$ cat config.mk
export PLATFORM = sky130hd
export DESIGN_NAME = prio_rr_arbiter_flat
export DESIGN_NICKNAME = d
export VERILOG_FILES = /design/src/rtl/prio_rr_arbiter_pkg.sv /design/src/rtl/prio_rr_arbiter_if.sv /design/src/rtl/prio_rr_arbiter_pick.sv /design/src/rtl/prio_rr_arbiter.sv /design/src/flat_wrapper.sv
export SDC_FILE = /design/constraint.sdc
export NUM_CORES = 1
export LEC_CHECK = 0
export CAP_MARGIN = 40
export CORE_ASPECT_RATIO = 0.9
export CORE_UTILIZATION = 48
export CTS_CLUSTER_DIAMETER = 30
export DETAILED_ROUTE_END_ITERATION = 12
export PLACE_DENSITY = 0.81
export SLEW_MARGIN = 0
export SYNTH_ARGS = -nofsm -noshare
export SYNTH_HDL_FRONTEND = slang
export SYNTH_SLANG_ARGS = --single-unit
$ cat constraint.sdc
create_clock -name pclk_i -period 11.43 [get_ports pclk_i]
set_input_delay 3.429 -clock pclk_i [delete_from_list [all_inputs] [get_ports pclk_i]]
set_output_delay 3.429 -clock pclk_i [all_outputs]
set_load 0.05 [all_outputs]
$ cat src/rtl/prio_rr_arbiter_pkg.sv
// Shared types and constants for the priority/round-robin arbiter.
// State encoding is one-hot; register addresses cover the non-priority registers.
package prio_rr_arb_pkg;

    typedef enum logic [2:0] {
        S_IDLE  = 3'b001,
        S_ARB   = 3'b010,
        S_GRANT = 3'b100
    } arb_state_t;

    localparam logic [7:0] ADDR_MASK    = 8'h10;
    localparam logic [7:0] ADDR_STATUS  = 8'h11;
    localparam logic [7:0] ADDR_TIMEOUT = 8'h12;

endpackage

$ cat src/rtl/prio_rr_arbiter_if.sv
// Processor-bus and request/grant bundle for prio_rr_arbiter.
// The master side drives accesses and requests; the slave side is the arbiter.
interface prio_rr_arbiter_if #(
    parameter int NUM_REQ = 8
);
    localparam int IDW = $clog2(NUM_REQ);

    logic [7:0]         paddr_i;
    logic [7:0]         pwdata_i;
    logic               pwrite_i;
    logic               penable_i;
    logic [7:0]         prdata_o;
    logic               pready_o;
    logic               perror_o;
    logic [NUM_REQ-1:0] req_i;
    logic               done_i;
    logic [NUM_REQ-1:0] gnt_o;
    logic [IDW-1:0]     gnt_id_o;
    logic               gnt_valid_o;
    logic               timeout_o;

    modport master (
        output paddr_i, pwdata_i, pwrite_i, penable_i, req_i, done_i,
        input  prdata_o, pready_o, perror_o, gnt_o, gnt_id_o, gnt_valid_o, timeout_o
    );

    modport slave (
        input  paddr_i, pwdata_i, pwrite_i, penable_i, req_i, done_i,
        output prdata_o, pready_o, perror_o, gnt_o, gnt_id_o, gnt_valid_o, timeout_o
    );

endinterface

$ cat src/rtl/prio_rr_arbiter_pick.sv
// Combinational winner selection: highest priority among eligible requests,
// ties resolved by the first index found scanning upward from the round-robin pointer.
module prio_rr_pick #(
    parameter int NUM_REQ = 8,
    parameter int PRIO_W  = 3,
    localparam int IDW    = $clog2(NUM_REQ)
) (
    input  logic [NUM_REQ-1:0]        i_elig,
    input  logic [NUM_REQ*PRIO_W-1:0] i_prio_flat,
    input  logic [IDW-1:0]            i_rr_ptr,
    output logic [IDW-1:0]            o_win_id,
    output logic                      o_any_valid
);
    localparam int SW = IDW + 1;

    logic [SW-1:0]     w_sum;
    logic [IDW-1:0]    w_idx;
    logic [IDW-1:0]    w_best_id;
    logic [PRIO_W-1:0] w_best;
    logic [PRIO_W-1:0] w_cur;
    logic              w_found;

    // Strict '>' keeps the earliest index in scan order among equal maxima.
    always_comb begin
        w_sum     = '0;
        w_idx     = '0;
        w_cur     = '0;
        w_best    = '0;
        w_best_id = '0;
        w_found   = 1'b0;
        for (int k = 0; k < NUM_REQ; k++) begin
            w_sum = {1'b0, i_rr_ptr} + SW'(k);
            if (w_sum >= SW'(NUM_REQ)) begin
                w_sum = w_sum - SW'(NUM_REQ);
            end
            w_idx = w_sum[IDW-1:0];
            w_cur = i_prio_flat[w_idx*PRIO_W +: PRIO_W];
            if (i_elig[w_idx] && (!w_found || (w_cur > w_best))) begin
                w_found   = 1'b1;
                w_best    = w_cur;
                w_best_id = w_idx;
            end
        end
        o_win_id    = w_best_id;
        o_any_valid = w_found;
    end

endmodule

$ cat src/rtl/prio_rr_arbiter.sv
// Priority arbiter with round-robin tie-break, sticky grants and a register file.
// Optional grant watchdog enabled by defining PRIO_RR_ARB_TIMEOUT_EN.
module prio_rr_arbiter
    import prio_rr_arb_pkg::*;
#(
    parameter int NUM_REQ = 8,
    parameter int PRIO_W  = 3,
    parameter int TO_W    = 8
) (
    input  logic             pclk_i,
    input  logic             prst_i,
    prio_rr_arbiter_if.slave bus
);
    localparam int         IDW          = $clog2(NUM_REQ);
    localparam logic [7:0] PRIO_ADDR_HI = 8'(NUM_REQ);

    logic [PRIO_W-1:0]         r_prio [NUM_REQ];
    logic [NUM_REQ-1:0]        r_mask;
    logic [7:0]                r_prdata;
    logic                      r_pready;
    logic                      r_perror;

    arb_state_t                r_state;
    arb_state_t                w_state_nxt;
    logic [NUM_REQ-1:0]        r_gnt;
    logic [NUM_REQ-1:0]        w_gnt_nxt;
    logic [IDW-1:0]            r_gnt_id;
    logic [IDW-1:0]            w_gnt_id_nxt;
    logic                      r_gnt_valid;
    logic                      w_gnt_valid_nxt;
    logic [IDW-1:0]            r_rr_ptr;
    logic [IDW-1:0]            w_rr_ptr_nxt;
    logic [IDW-1:0]            r_last_id;
    logic [IDW-1:0]            w_last_id_nxt;

    logic [NUM_REQ*PRIO_W-1:0] w_prio_flat;
    logic [NUM_REQ-1:0]        w_elig;
    logic [IDW-1:0]            w_win;
    logic                      w_any;
    logic                      w_addr_prio;
    logic                      w_addr_ok;
    logic [7:0]                w_rdata;
    logic                      w_to_hit;
    logic                      w_release;
    logic [TO_W-1:0]           w_limit_rd;

`ifdef PRIO_RR_ARB_TIMEOUT_EN
    logic [TO_W-1:0]           r_limit;
    logic [TO_W-1:0]           r_to_cnt;
    logic                      r_timeout;
`endif

    assign w_elig = bus.req_i & r_mask;

    for (genvar g = 0; g < NUM_REQ; g++) begin : g_flat
        assign w_prio_flat[g*PRIO_W +: PRIO_W] = r_prio[g];
    end

    prio_rr_pick #(
        .NUM_REQ (NUM_REQ),
        .PRIO_W  (PRIO_W)
    ) u_pick (
        .i_elig      (w_elig),
        .i_prio_flat (w_prio_flat),
        .i_rr_ptr    (r_rr_ptr),
        .o_win_id    (w_win),
        .o_any_valid (w_any)
    );

    // Register decode and read mux.
    always_comb begin
        w_addr_prio = (bus.paddr_i < PRIO_ADDR_HI);
        w_addr_ok   = w_addr_prio || (bus.paddr_i == ADDR_MASK) ||
                      (bus.paddr_i == ADDR_STATUS) || (bus.paddr_i == ADDR_TIMEOUT);
        w_rdata     = '0;
        if (w_addr_prio) begin
            w_rdata = 8'(r_prio[bus.paddr_i[IDW-1:0]]);
        end else begin
            case (bus.paddr_i)
                ADDR_MASK:    w_rdata = 8'(r_mask);
                ADDR_STATUS:  w_rdata = {r_gnt_valid, 7'(r_last_id)};
                ADDR_TIMEOUT: w_rdata = 8'(w_limit_rd);
                default:      w_rdata = '0;
            endcase
        end
    end

    always_ff @(posedge pclk_i or posedge prst_i) begin
        if (prst_i) begin
            for (int i = 0; i < NUM_REQ; i++) begin
                r_prio[i] <= '0;
            end
            r_mask   <= '1;
            r_prdata <= '0;
            r_pready <= 1'b0;
            r_perror <= 1'b0;
`ifdef PRIO_RR_ARB_TIMEOUT_EN
            r_limit  <= '1;
`endif
        end else begin
            r_pready <= bus.penable_i;
            r_perror <= bus.penable_i && !w_addr_ok;
            r_prdata <= (bus.penable_i && !bus.pwrite_i && w_addr_ok) ? w_rdata : 8'h00;
            if (bus.penable_i && bus.pwrite_i && w_addr_ok) begin
                if (w_addr_prio) begin
                    r_prio[bus.paddr_i[IDW-1:0]] <= PRIO_W'(bus.pwdata_i);
                end
                if (bus.paddr_i == ADDR_MASK) begin
                    r_mask <= NUM_REQ'(bus.pwdata_i);
                end
`ifdef PRIO_RR_ARB_TIMEOUT_EN
                if (bus.paddr_i == ADDR_TIMEOUT) begin
                    r_limit <= TO_W'(bus.pwdata_i);
                end
`endif
            end
        end
    end

`ifdef PRIO_RR_ARB_TIMEOUT_EN
    // done_i has precedence over the watchdog on the same cycle.
    assign w_to_hit   = (r_state == S_GRANT) && !bus.done_i && (r_to_cnt == r_limit);
    assign w_limit_rd = r_limit;

    always_ff @(posedge pclk_i or posedge prst_i) begin
        if (prst_i) begin
            r_to_cnt  <= '0;
            r_timeout <= 1'b0;
        end else begin
            r_timeout <= w_to_hit;
            if (r_state == S_ARB) begin
                r_to_cnt <= '0;
            end else if (r_state == S_GRANT) begin
                r_to_cnt <= r_to_cnt + 1'b1;
            end
        end
    end

    assign bus.timeout_o = r_timeout;
`else
    assign w_to_hit      = 1'b0;
    assign w_limit_rd    = '0;
    assign bus.timeout_o = 1'b0;
`endif

    assign w_release = bus.done_i || w_to_hit;

    always_ff @(posedge pclk_i or posedge prst_i) begin
        if (prst_i) begin
            r_state     <= S_IDLE;
            r_gnt       <= '0;
            r_gnt_id    <= '0;
            r_gnt_valid <= 1'b0;
            r_rr_ptr    <= '0;
            r_last_id   <= '0;
        end else begin
            r_state     <= w_state_nxt;
            r_gnt       <= w_gnt_nxt;
            r_gnt_id    <= w_gnt_id_nxt;
            r_gnt_valid <= w_gnt_valid_nxt;
            r_rr_ptr    <= w_rr_ptr_nxt;
            r_last_id   <= w_last_id_nxt;
        end
    end

    always_comb begin
        w_state_nxt     = r_state;
        w_gnt_nxt       = r_gnt;
        w_gnt_id_nxt    = r_gnt_id;
        w_gnt_valid_nxt = r_gnt_valid;
        w_rr_ptr_nxt    = r_rr_ptr;
        w_last_id_nxt   = r_last_id;
        case (r_state)
            S_IDLE: begin
                if (|w_elig) begin
                    w_state_nxt = S_ARB;
                end
            end
            S_ARB: begin
                // Requests may have vanished since IDLE saw them.
                if (w_any) begin
                    w_gnt_nxt       = NUM_REQ'(1) << w_win;
                    w_gnt_id_nxt    = w_win;
                    w_gnt_valid_nxt = 1'b1;
                    w_last_id_nxt   = w_win;
                    w_rr_ptr_nxt    = (w_win == IDW'(NUM_REQ - 1)) ? '0 : w_win + 1'b1;
                    w_state_nxt     = S_GRANT;
                end else begin
                    w_state_nxt     = S_IDLE;
                end
            end
            S_GRANT: begin
                if (w_release) begin
                    w_gnt_nxt       = '0;
                    w_gnt_id_nxt    = '0;
                    w_gnt_valid_nxt = 1'b0;
                    w_state_nxt     = (|w_elig) ? S_ARB : S_IDLE;
                end
            end
            default: begin
                w_gnt_nxt       = '0;
                w_gnt_valid_nxt = 1'b0;
                w_state_nxt     = S_IDLE;
            end
        endcase
    end

    assign bus.prdata_o    = r_prdata;
    assign bus.pready_o    = r_pready;
    assign bus.perror_o    = r_perror;
    assign bus.gnt_o       = r_gnt;
    assign bus.gnt_id_o    = r_gnt_id;
    assign bus.gnt_valid_o = r_gnt_valid;

endmodule
$ cat src/flat_wrapper.sv
// flat-port wrapper written by rule: the top's interface ports become plain ports
module prio_rr_arbiter_flat import prio_rr_arb_pkg::*;
#(
    parameter int NUM_REQ = 8,
    parameter int PRIO_W  = 3,
    parameter int TO_W    = 8
)
  (pclk_i, prst_i, bus_paddr_i, bus_pwdata_i, bus_pwrite_i, bus_penable_i, bus_req_i, bus_done_i, bus_prdata_o, bus_pready_o, bus_perror_o, bus_gnt_o, bus_gnt_id_o, bus_gnt_valid_o, bus_timeout_o);
  prio_rr_arbiter_if #(.NUM_REQ(NUM_REQ)) bus_i ();
  input  logic pclk_i;
  input  logic prst_i;
  input wire logic [$bits(bus_i.paddr_i)-1:0] bus_paddr_i;
  input wire logic [$bits(bus_i.pwdata_i)-1:0] bus_pwdata_i;
  input wire logic [$bits(bus_i.pwrite_i)-1:0] bus_pwrite_i;
  input wire logic [$bits(bus_i.penable_i)-1:0] bus_penable_i;
  input wire logic [$bits(bus_i.req_i)-1:0] bus_req_i;
  input wire logic [$bits(bus_i.done_i)-1:0] bus_done_i;
  output wire logic [$bits(bus_i.prdata_o)-1:0] bus_prdata_o;
  output wire logic [$bits(bus_i.pready_o)-1:0] bus_pready_o;
  output wire logic [$bits(bus_i.perror_o)-1:0] bus_perror_o;
  output wire logic [$bits(bus_i.gnt_o)-1:0] bus_gnt_o;
  output wire logic [$bits(bus_i.gnt_id_o)-1:0] bus_gnt_id_o;
  output wire logic [$bits(bus_i.gnt_valid_o)-1:0] bus_gnt_valid_o;
  output wire logic [$bits(bus_i.timeout_o)-1:0] bus_timeout_o;
  assign bus_i.paddr_i = bus_paddr_i;
  assign bus_i.pwdata_i = bus_pwdata_i;
  assign bus_i.pwrite_i = bus_pwrite_i;
  assign bus_i.penable_i = bus_penable_i;
  assign bus_i.req_i = bus_req_i;
  assign bus_i.done_i = bus_done_i;
  assign bus_prdata_o = bus_i.prdata_o;
  assign bus_pready_o = bus_i.pready_o;
  assign bus_perror_o = bus_i.perror_o;
  assign bus_gnt_o = bus_i.gnt_o;
  assign bus_gnt_id_o = bus_i.gnt_id_o;
  assign bus_gnt_valid_o = bus_i.gnt_valid_o;
  assign bus_timeout_o = bus_i.timeout_o;
  prio_rr_arbiter #(.NUM_REQ(NUM_REQ), .PRIO_W(PRIO_W), .TO_W(TO_W)) u_core (.pclk_i(pclk_i), .prst_i(prst_i), .bus(bus_i));
endmodule
# After elaboration in Yosys (flattened, before gate mapping)
# Index checks and enable logic that the tools add are counted.
[totals]
reg_bits = 63
latchBits = 0
mem_bits_rw = 0
rom_bits = 0
input_bits = 29
wordCells = 201
memories = 0
[op_classes]
addsub = 16
mul = 8
n_div = 0
order_cmp = 26
n_eq_ne = 10
shift = 9
mux = 71
bitwise = 3
reduce_logical = 40
[op_table]
columns = ["cell", "count"]
rows = [
  ["$shiftx A24 B6 Y3", 8],
  ["$mux W3", 32],
  ["$mul A3 B2 Y5 const B", 8],
  ["$ge A4 B4 Y1 const B", 8],
  ["$lt A3 B4 Y1 const B", 8],
  ["$mux W8", 4],
  ["$bmux W1 S3", 8],
  ["$bwmux W24", 1],
  ["$eq A8 B5 Y1 const B", 3],
  ["$pmux W8 S3", 1],
  ["$sub A3 B1 Y3 const B", 8],
  ["$gt A3 B3 Y1", 7],
  ["$mux W1", 18],
  ["$add A3 B3 Y4 const B", 4],
  ["$pmux W8 S2", 1],
  ["$logic_and A1 B1 Y1", 13],
  ["$logic_or A1 B1 Y1", 10],
  ["$bmux W3 S3", 1],
  ["$demux W3 S3", 1],
  ["$logic_not A1 Y1", 9],
  ["$pmux W3 S3", 1],
  ["$add A3 B2 Y4 const B", 2],
  ["$and A8 B8 Y8", 1],
  ["$lt A8 B4 Y1 const B", 1],
  ["other kinds (19)", 25],
]

# Longest topological paths before layout
# Gate-level depths: netlist (run 1).
[logic_depth]
word_depth = 36
mapped_depth = 70
mapped_depth_nobuf = 65

# By module
# A second synthesis (run 1) with hierarchy kept.
[hier_totals]
hier_cells = 529
area_unflattened_um2 = 5545.3
[by_module_without_submodules]
columns = ["mod", "n_inst", "cells_per_inst", "area_per_inst_um2"]
rows = [
  ["prio_rr_arbiter", 1, 228, 2900.3],
  ["prio_rr_pick", 1, 301, 2645.0],
]

# Worst setup path after synthesis (run 1)
# No wires, ideal clock.
[synth_timing]
path_type = "input to register"
startpoint = "input bus_req_i[5]"
endpoint = "register u_core.r_rr_ptr[0]"
setup_ps = 87
t_arrival_ps = 14181
setup_slack_ps = -2837
path_stages = 61
n_path_buf = 1
cell_sequence = "nand2_1 mux4_2 mux2i_4 nand2_1 ha_1 nor2b_1 o21ai_0 a32oi_1 o21ai_0 mux2_2 ha_1 nor2b_1 o21ai_0 a32oi_1 a21o_1 a222oi_1 or2_2 ha_1 (+25 left out) a32oi_1 a31o_2 and2_1 a22oi_1 a21boi_0 ha_1 nor2b_1 o21ai_0 a32oi_1 and2_1 a21oi_1 a21oi_1 a211oi_2 inv_1 ha_1 ha_1 a311o_1 o211ai_1"
[synth_via]
elab_chain_len = 34
word_cells_on_any_way = 72
classes_between = "1 x add/sub; 7 x order compare; 1 x eq/ne; 40 x mux; 1 x bitwise; 22 x reduce/logical"
[synth_rtl]
columns = ["element", "line", "source"]
rows = [
  ["start: declaration", "flat_wrapper.sv:16", "input wire logic [$bits(bus_i.req_i)-1:0] bus_req_i;"],
  ["$and A8 B8 Y8 *", "prio_rr_arbiter.sv:53", "assign w_elig = bus.req_i & r_mask;"],
  ["$bmux W1 S3", "prio_rr_arbiter_pick.sv:38", "if (i_elig[w_idx] && (!w_found || (w_cur > w_best))) begin"],
  ["$mux W1 (not written as such)", "prio_rr_arbiter_pick.sv:38", ""],
  ["$mux W3 / $mux W1 (equally long branches)", "prio_rr_arbiter_pick.sv:38", ""],
  ["$gt A3 B3 Y1 / $logic_not A1 Y1 (equally long branches)", "prio_rr_arbiter_pick.sv:38", ""],
  ["$logic_or A1 B1 Y1", "prio_rr_arbiter_pick.sv:38", ""],
  ["$logic_and A1 B1 Y1", "prio_rr_arbiter_pick.sv:38", ""],
  ["$mux W3 / $mux W1 (equally long branches)", "prio_rr_arbiter_pick.sv:38", ""],
  ["(+19 left out)", "--", ""],
  ["$mux W3 / $mux W1 (equally long branches)", "prio_rr_arbiter_pick.sv:38", ""],
  ["$gt A3 B3 Y1 / $logic_not A1 Y1 (equally long branches)", "prio_rr_arbiter_pick.sv:38", ""],
  ["$logic_or A1 B1 Y1", "prio_rr_arbiter_pick.sv:38", ""],
  ["$logic_and A1 B1 Y1", "prio_rr_arbiter_pick.sv:38", ""],
  ["$mux W3 *", "prio_rr_arbiter_pick.sv:38", ""],
  ["named net u_core.u_pick.o_win_id[0]", "prio_rr_arbiter_pick.sv:11", "output logic [IDW-1:0] o_win_id,"],
  ["$add A3 B1 Y3 / $eq A3 B3 Y1 (equally long branches)", "prio_rr_arbiter.sv:186", "w_rr_ptr_nxt = (w_win == IDW'(NUM_REQ - 1)) ? '0 : w_win + 1'b1;"],
  ["$mux W3 *", "prio_rr_arbiter.sv:186", ""],
  ["end signal: assignment", "prio_rr_arbiter.sv:161", "r_rr_ptr <= w_rr_ptr_nxt;"],
  ["end: declaration", "prio_rr_arbiter.sv:31", "logic [IDW-1:0] r_rr_ptr;"],
]
# Mark *: on every way through the listed nets, which the timed path passes. The rest lies on a longest branch. The select of a mux whose other input is x is not followed.
# A chain may end at the register's enable or synchronous reset.

# Final worst setup path (run 1)
# Ends and elaborated chain as after synthesis.

==> results of run 1 <==
==> layout by cell type, fill, tap and decap left out, drive strengths merged, types with 5 or more instances in the layout <==
master | Yosys | layout
dfstp | 9 | 9
a22oi | 5 | 5
or2 | 5 | 5
clkbuf | 11 | 13
a211oi | 5 | 5
o21ai | 30 | 30
a21oi | 25 | 25
a21o | 5 | 5
nor2 | 35 | 35
mux2 | 44 | 44
nand3b | 5 | 5
buf | 15 | 175
ha | 29 | 29
mux2i | 20 | 20
a221oi | 5 | 5
o211ai | 7 | 7
clkdlybuf4s50 | 0 | 42
o22ai | 8 | 8
nor3b | 5 | 5
dfrtp | 54 | 54
inv | 17 | 17
o21a | 9 | 9
nor2b | 10 | 10
nand2 | 78 | 78
and2 | 11 | 11
and3 | 5 | 5
nand3 | 19 | 19
a31oi | 6 | 6
mux4 | 38 | 38
nor3 | 10 | 10
==> final cells by class <==
| class | instances | area [um2] |
|---|---|---|
| multi-input combinational | 469 | 4490 |
| sequential | 63 | 1590 |
| tap | 156 | 195 |
| inverter | 19 | 71.3 |
| clock inverter | 3 | 65.1 |
| clock buffer | 13 | 270 |
| fill | 735 | 3020 |
| timing repair buffer | 217 | 1820 |
==> routing by layer <==
layer	up-vias	global-route usage (%)	routed length (um)
li1	2617	-	-
met1	2983	42.2	7980
met2	351	51.9	10200
met3	74	8.91	1750
met4	0	16.0	938
met5	-	0	0
==> sequential cells by signal, indices dropped and copies added (netlist names) <==
register	flops
u_core.r_last_id	3
u_core.bus.gnt_o	8
u_core.r_state	3
u_core.bus.gnt_id_o	3
u_core.bus.prdata_o	8
u_core.r_prio	24
u_core.bus.gnt_valid_o	1
u_core.bus.perror_o	1
u_core.r_rr_ptr	3
u_core.bus.pready_o	1
u_core.r_mask	8
==> worst register-to-register path, delay by kind of cell, from the launching register on <==
family | cells | cell delay, ns
fa+ha+maj | 8 | 2.34
buf+inv | 27 | 3.28
compound gates | 24 | 4.27
mux | 1 | 0.61
flops | 1 | 0.36
simple gates | 9 | 1.09
==> power breakdown <==
| part | internal, mW | leakage [nW] | total, mW | switching (mW) |
|---|---|---|---|---|
| Combinational | 0.0738 | 2.72 | 0.150 | 0.0760 |
| Sequential | 0.229 | 0.835 | 0.238 | 0.00859 |
| Clock | 0.208 | 0.166 | 0.303 | 0.0950 |
| Total | 0.511 | 3.73 | 0.691 | 0.180 |
==> repair_timing <==
item,in CTS,in global routing
gates cloned,0,0
resized for setup,72,77
pin swaps,50,52
setup buffers,49,18
endpoints found under the setup margin,17,17
==> path summary, 6_finish.rpt <==
path	startpoint	endpoint	slack (ns)	depth (start not counted)
min in group asynchronous	prst_i	u_core.bus.gnt_id_o[0]	3.64	3
hold reg to reg	u_core.bus.gnt_o[4]	u_core.bus.gnt_o[4]	0.49	2
setup / recovery	bus_req_i[5]	u_core.r_rr_ptr[0]	-2.73	69
hold / removal	u_core.bus.gnt_o[4]	u_core.bus.gnt_o[4]	0.49	2
max in group asynchronous	prst_i	u_core.r_rr_ptr[0]	7.24	3
setup reg to reg	u_core.r_rr_ptr[1]	u_core.r_rr_ptr[0]	-0.63	69
==> per-stage QoR <==
stage / TNS (ns) / instance area [um2] / worst slack (ns) / utilization (%)
finish: -40.40 / 8500 / -2.73 / 73.8
global placement: -47.95 / 7180 / -3.08 / 62.3
global route: -47.23 / 8500 / -3.12 / 73.8
CTS: -37.71 / 8080 / -2.47 / 70.1
detailed placement: -54.78 / 7180 / -3.55 / 62.3
floorplan: -36.50 / 5830 / -2.56 / -
==> logic make-up after synthesis <==
group	Yosys count
compound gates	140
simple gates	194
fa+ha+maj	29
mux	102
other cells	1
buf+inv	45
flops	63
xor+xnor	3
==> flow_metrics.env, run 1 <==
export IMPL_synth_top_area_share_pct=23.6
export IMPL_critical_path_startpoint_type="primary input"
export IMPL_number_of_placed_i_o_pins=52
export IMPL_synth_async_reset_ratio_pct=100
export IMPL_numCtsBuffers=9
export IMPL_post_route_hold_slack_ns=0.494
export IMPL_ir_drop_mv=0.177
export IMPL_syn_inst=577
export IMPL_grt_first_pass_wirelength_mm=30.7
export IMPL_power_per_cell_area_nw_per_um2=81.2
export IMPL_drt_wl_total_mm=20.8
export IMPL_core_area_um2=11500
export IMPL_period_share_pct=124
export IMPL_sequential_fraction_of_the_synthesis_area_pct=27.7
export IMPL_status="finished, violations left"
export IMPL_yosys_cell_count_top_type="sky130_fd_sc_hd__nand2_1"
export IMPL_post_synth_fa_ha_maj_area_fraction_pct=6.33
export IMPL_min_cycle_time_layout_ns=14.16
export IMPL_finish_net_count=837
export IMPL_synth_enable_flop_cells=0
export IMPL_floorplan_die_width_um=117
export IMPL_synth_area_leader_cell="sky130_fd_sc_hd__dfrtp_1"
export IMPL_timing_critical_path_slowest_stage_cell="sky130_fd_sc_hd__mux4_2"
export IMPL_port_buffers=50
export IMPL_drt_antenna_violating_nets=0
export IMPL_total_power_uw=691
export IMPL_drt_pre_antenna_iters=5
export IMPL_critical_path_peak_fanout=6
export IMPL_rsz0062_at_grt="yes"
export IMPL_synth_cell_type_count=72
export IMPL_synth_simple_gate_area_share_pct=16.3
export IMPL_dieArea_um2=12400
export IMPL_cts_hold_buf=0
export IMPL_vias_per_cell=6.41
export IMPL_clock_latency_at_the_later_pin_of_the_worst_skew_pair_ns=0.34
export IMPL_clkTransAtPathRegs_ns=0.06
export IMPL_area_growth_synth_to_final_pct=48.4
export IMPL_hpwl_mm=13.9
export IMPL_postSynthRegisterBits=63
export IMPL_detail_route_wl_per_cell_um=22.2
export IMPL_violated_checks="negative setup slack"
export IMPL_dp_cells=863
export IMPL_slowest_delay_ns=0.52
export IMPL_worstSetupEndpointType="flop"
export IMPL_crit_required_ns=11.66
export IMPL_grt_total_usage_pct=33.2
export IMPL_fp_dieH_um=106
export IMPL_timing_worst_slew_pin_value_ns=0.788
export IMPL_gp_routability_congestion=1.02
export IMPL_layout_drive_gt1_share_pct=49.5
export IMPL_overall_overflow_remaining_after_global_route=0
export IMPL_cts_tree="done"
export IMPL_synth_top_family_by_area="multiplexers"
export IMPL_grt_pass1_vias=5874
export IMPL_maxClockFrequency_mhz=70.6
export IMPL_critical_path_buf_inv_count=28
export IMPL_critPathKind="primary input to flop"
export IMPL_cts_root_buf="sky130_fd_sc_hd__clkbuf_16"
export IMPL_first_iter_violations=611
export IMPL_worstPathArrival_ns=14.39
export IMPL_ctsLongestPathBuffers=2
export IMPL_timing_hold_violations_final=0
export IMPL_crit_path_frequent_cell="sky130_fd_sc_hd__buf_4"
export IMPL_yosys_area_share_xor_xnor_pct=1.25
export IMPL_grt_start_max_net_pins=64
export IMPL_cts_h_tree_depth=3
export IMPL_synth_top_cells_by_area="sky130_fd_sc_hd__dfrtp_1 (24%), sky130_fd_sc_hd__mux4_2 (15%), sky130_fd_sc_hd__mux2_2 (8.7%), sky130_fd_sc_hd__ha_1 (6.3%), sky130_fd_sc_hd__nand2_1 (5.1%)"
export IMPL_net_count_synth=635
export IMPL_synth_cell_count_leaders="sky130_fd_sc_hd__nand2_1 (78), sky130_fd_sc_hd__dfrtp_1 (54), sky130_fd_sc_hd__mux2_2 (44)"
export IMPL_number_of_max_slew_violations_in_the_final_report=0
export IMPL_antenna_cells=0
export IMPL_clock_sinks=63
export IMPL_instances_no_fill=940
export IMPL_overall_via_count_from_detail_route=6025
export IMPL_cpLargestDelayFamily="compound AO/OA/AOI/OAI gates"
export IMPL_leakage_nw=3.73
export IMPL_grt_antenna_before_repair=0
export IMPL_muxShareOfSynthArea_pct=27.3
export IMPL_fin_skew_ns=0.0105
export IMPL_min_path_type="flop to flop"
export IMPL_avg_synthesized_cell_area_um2=9.93
export IMPL_synth_area_in_compound_gates_pct=17.3
export IMPL_finalSetupViolCount=17
export IMPL_synthesis_area_um2=5730
export IMPL_ys_flop_type="sky130_fd_sc_hd__dfrtp_1"
export IMPL_floorplan_initialDensity_pct=49.7
export IMPL_drv_max_cap_violation_count=0
export IMPL_rows=37
export IMPL_ys_warnings_count=0
export IMPL_postLayoutSetupSlackWorst_ns=-2.73
export IMPL_slew_limit_headroom_pct=47.5
export IMPL_route_detailed_drc=0
Power figures use the tool's default switching activity.
==> run 2, diff against run 1 <==
--- a/config.mk
+++ b/config.mk
@@ -10,7 +10,8 @@
 export CORE_UTILIZATION = 48
 export CTS_CLUSTER_DIAMETER = 30
 export DETAILED_ROUTE_END_ITERATION = 12
-export PLACE_DENSITY = 0.81
+export DONT_BUFFER_PORTS = 1
+export PLACE_DENSITY = 0.75
 export SLEW_MARGIN = 0
 export SYNTH_ARGS = -nofsm -noshare
 export SYNTH_HDL_FRONTEND = slang
==> run 2 against run 1 <==
The run still ends with negative setup slack left. Hold slack gained 0.058 ns. Global-route usage down 1.8 points. Cell count down 6.2%. Critical path depth decreased by 8. Core utilization down 5.3 points. Sequential share of layout area rose by 1.4 points. Non-clock buffer count decreased by 58. Largest cell class unchanged.
==> flow_metrics.env, run 2 (synthesized netlist as in run 1, its figures left out) <==
export IMPL_core_area_um2=11500
export IMPL_gp_routability_congestion=0.973
export IMPL_clock_latency_at_the_later_pin_of_the_worst_skew_pair_ns=0.33
export IMPL_grt_total_usage_pct=31.4
export IMPL_min_path_type="flop to flop"
export IMPL_slowest_delay_ns=0.51
export IMPL_layout_cells_most_common="sky130_fd_sc_hd__buf_4"
export IMPL_most_common_layout_cells="sky130_fd_sc_hd__buf_4 (148), sky130_fd_sc_hd__nand2_1 (69), sky130_fd_sc_hd__dfrtp_1 (53)"
export IMPL_leakage_nw=3.45
export IMPL_antenna_cells=0
export IMPL_worstPathArrival_ns=14.02
export IMPL_vias_per_cell=6.39
export IMPL_drt_pre_antenna_iters=5
export IMPL_dieArea_um2=12400
export IMPL_floorplan_initialDensity_pct=49.7
export IMPL_layout_fillers=823
export IMPL_critical_path_startpoint_type="primary input"
export IMPL_cts_h_tree_depth=3
export IMPL_cts_tree="done"
export IMPL_fin_setup_tns_ns=-36.01
export IMPL_timing_worst_slew_pin_value_ns=0.772
export IMPL_hpwl_mm=13.5
export IMPL_crit_path_frequent_cell="sky130_fd_sc_hd__ha_4"
export IMPL_fp_dieH_um=106
export IMPL_power_per_cell_area_nw_per_um2=83.1
export IMPL_area_growth_synth_to_final_pct=37.9
export IMPL_number_of_placed_i_o_pins=52
export IMPL_net_switching_power_uw=170
export IMPL_floorplan_die_width_um=117
export IMPL_drt_antenna_violating_nets=0
export IMPL_grt_pass1_vias=5609
export IMPL_drv_max_cap_violation_count=0
export IMPL_finish_net_count=779
export IMPL_overall_overflow_remaining_after_global_route=0
export IMPL_rows=37
export IMPL_min_cycle_time_layout_ns=13.79
export IMPL_critPathKind="primary input to flop"
export IMPL_top_register="u_core.r_prio"
export IMPL_fin_skew_ns=0.00676
export IMPL_ctsLongestPathBuffers=2
export IMPL_largest_register_ff_count=24
export IMPL_numCtsBuffers=9
export IMPL_power_share_clock_pct=44.3
export IMPL_number_of_max_slew_violations_in_the_final_report=0
export IMPL_multiInputGateArea_um2=4480
export IMPL_violated_checks="negative setup slack"
export IMPL_status="finished, violations left"
export IMPL_ir_drop_mv=0.113
export IMPL_maxClockFrequency_mhz=72.5
export IMPL_finalCoreUtilization_pct=68.5
export IMPL_grt_first_pass_wirelength_mm=29.2
export IMPL_clkTransAtPathRegs_ns=0.05
export IMPL_period_share_pct=121
export IMPL_power_frac_seq_pct=36.4
export IMPL_cts_root_buf="sky130_fd_sc_hd__clkbuf_16"
export IMPL_finalSetupViolCount=17
export IMPL_dp_slack_ns=-2.96
export IMPL_first_iter_violations=441
export IMPL_port_buffers=0
export IMPL_detail_route_wl_per_cell_um=21.3
export IMPL_critical_path_peak_fanout=5
export IMPL_internal_pwr_total_uw=487
export IMPL_worstSetupEndpointType="flop"
export IMPL_dp_cells=809
export IMPL_clock_sinks=63
export IMPL_instances_no_fill=882
export IMPL_gr_max_usage_layer="met2"
export IMPL_layout_drive_gt1_share_pct=51.0
export IMPL_timing_hold_violations_final=0
export IMPL_met3_usage_pct=5.69
export IMPL_timing_critical_path_slowest_stage_cell="sky130_fd_sc_hd__mux4_2"
export IMPL_postLayoutSetupSlackWorst_ns=-2.36
export IMPL_met1_usage_grt_pct=41.0
export IMPL_route_detailed_drc=0
export IMPL_overall_via_count_from_detail_route=5640
export IMPL_sw_frac_of_total_pct=25.9
export IMPL_drt_wl_total_mm=18.8
export IMPL_rsz0062_at_grt="yes"
export IMPL_power_frac_comb_pct=19.3
export IMPL_grt_antenna_before_repair=0
export IMPL_crit_required_ns=11.67
export IMPL_met2_usage_pct=49.8
export IMPL_slew_limit_headroom_pct=48.5
export IMPL_total_power_uw=656
export IMPL_grt_start_max_net_pins=64
export IMPL_sequential_cell_area_um2=1590
==> run 2: changes by cell type in the layout (fill, tap and decap cells not counted), sizes merged <==
cell           change
clkinv             +1
buf               -16
clkdlybuf4s50     -42
clkbuf             -1
==> run 2: final timing paths <==
kind / startpoint / to / slack (ns) / depth (start not counted)
worst max-delay path: bus_req_i[5] / u_core.r_rr_ptr[0] / -2.36 / 61
worst min-delay path: u_core.r_state[0] / u_core.r_state[2] / 0.55 / 1
worst max register to register: u_core.r_rr_ptr[0] / u_core.r_rr_ptr[0] / -0.23 / 62
worst min register to register: u_core.r_state[0] / u_core.r_state[2] / 0.55 / 1
max in group asynchronous: prst_i / u_core.r_rr_ptr[0] / 7.68 / 2
min in group asynchronous: prst_i / u_core.bus.gnt_o[1] / 3.20 / 2
==> run 2: layer usage <==
metal / up-vias / share of wire (%)
met1: 2821 / 40
met4: 0 / 4.4
met2: 269 / 48
met5: - / 0
met3: 57 / 7.4
li1: 2493 / -
==> run 2: cell type report <==
class / count / area share (%)
multi-input combinational: 469 / 56.7
sequential: 63 / 20.1
timing repair buffer: 159 / 15.7
clock buffer: 12 / 3.12
tap: 156 / 2.47
inverter: 19 / 0.903
clock inverter: 4 / 0.887
==> run 2: per-stage QoR <==
step	area [um2]	hold WS, ns
finish	7900	0.552
global route	7900	0.580
CTS	7580	0.550
detailed placement	6660	0.536
global placement	6660	0.508
floorplan	5830	0.448
==> run 2: power by group through the flow <==
stage          clock network [mW]  registers, mW  logic (mW)
5_1_grt                     0.303          0.239       0.135
3_3_place_gp                    0          0.241      0.0926
2_1_floorplan                   0          0.238      0.0682
3_5_place_dp                    0          0.242      0.0951
4_1_cts                     0.295          0.238       0.114
6_report                    0.291          0.239       0.127
==> run 2: critical path, delay by kind of cell <==
family,cells,cell delay (ns)
AO/OA/AOI/OAI,32,5.62
adder cells (fa/ha/maj),9,2.24
buffers and inverters,4,0.45
multiplexers,2,0.69
AND/OR/NAND/NOR,14,1.59
==> run 2: what timing repair did <==
action / in CTS / in global routing
endpoints found under the setup margin: 17 / 17
setup buffers: 45 / 16
endpoints found under the hold margin: 0 / 0
hold buffers: 0 / 0
gates resized for setup: 61 / 40
pin swaps: 51 / 41
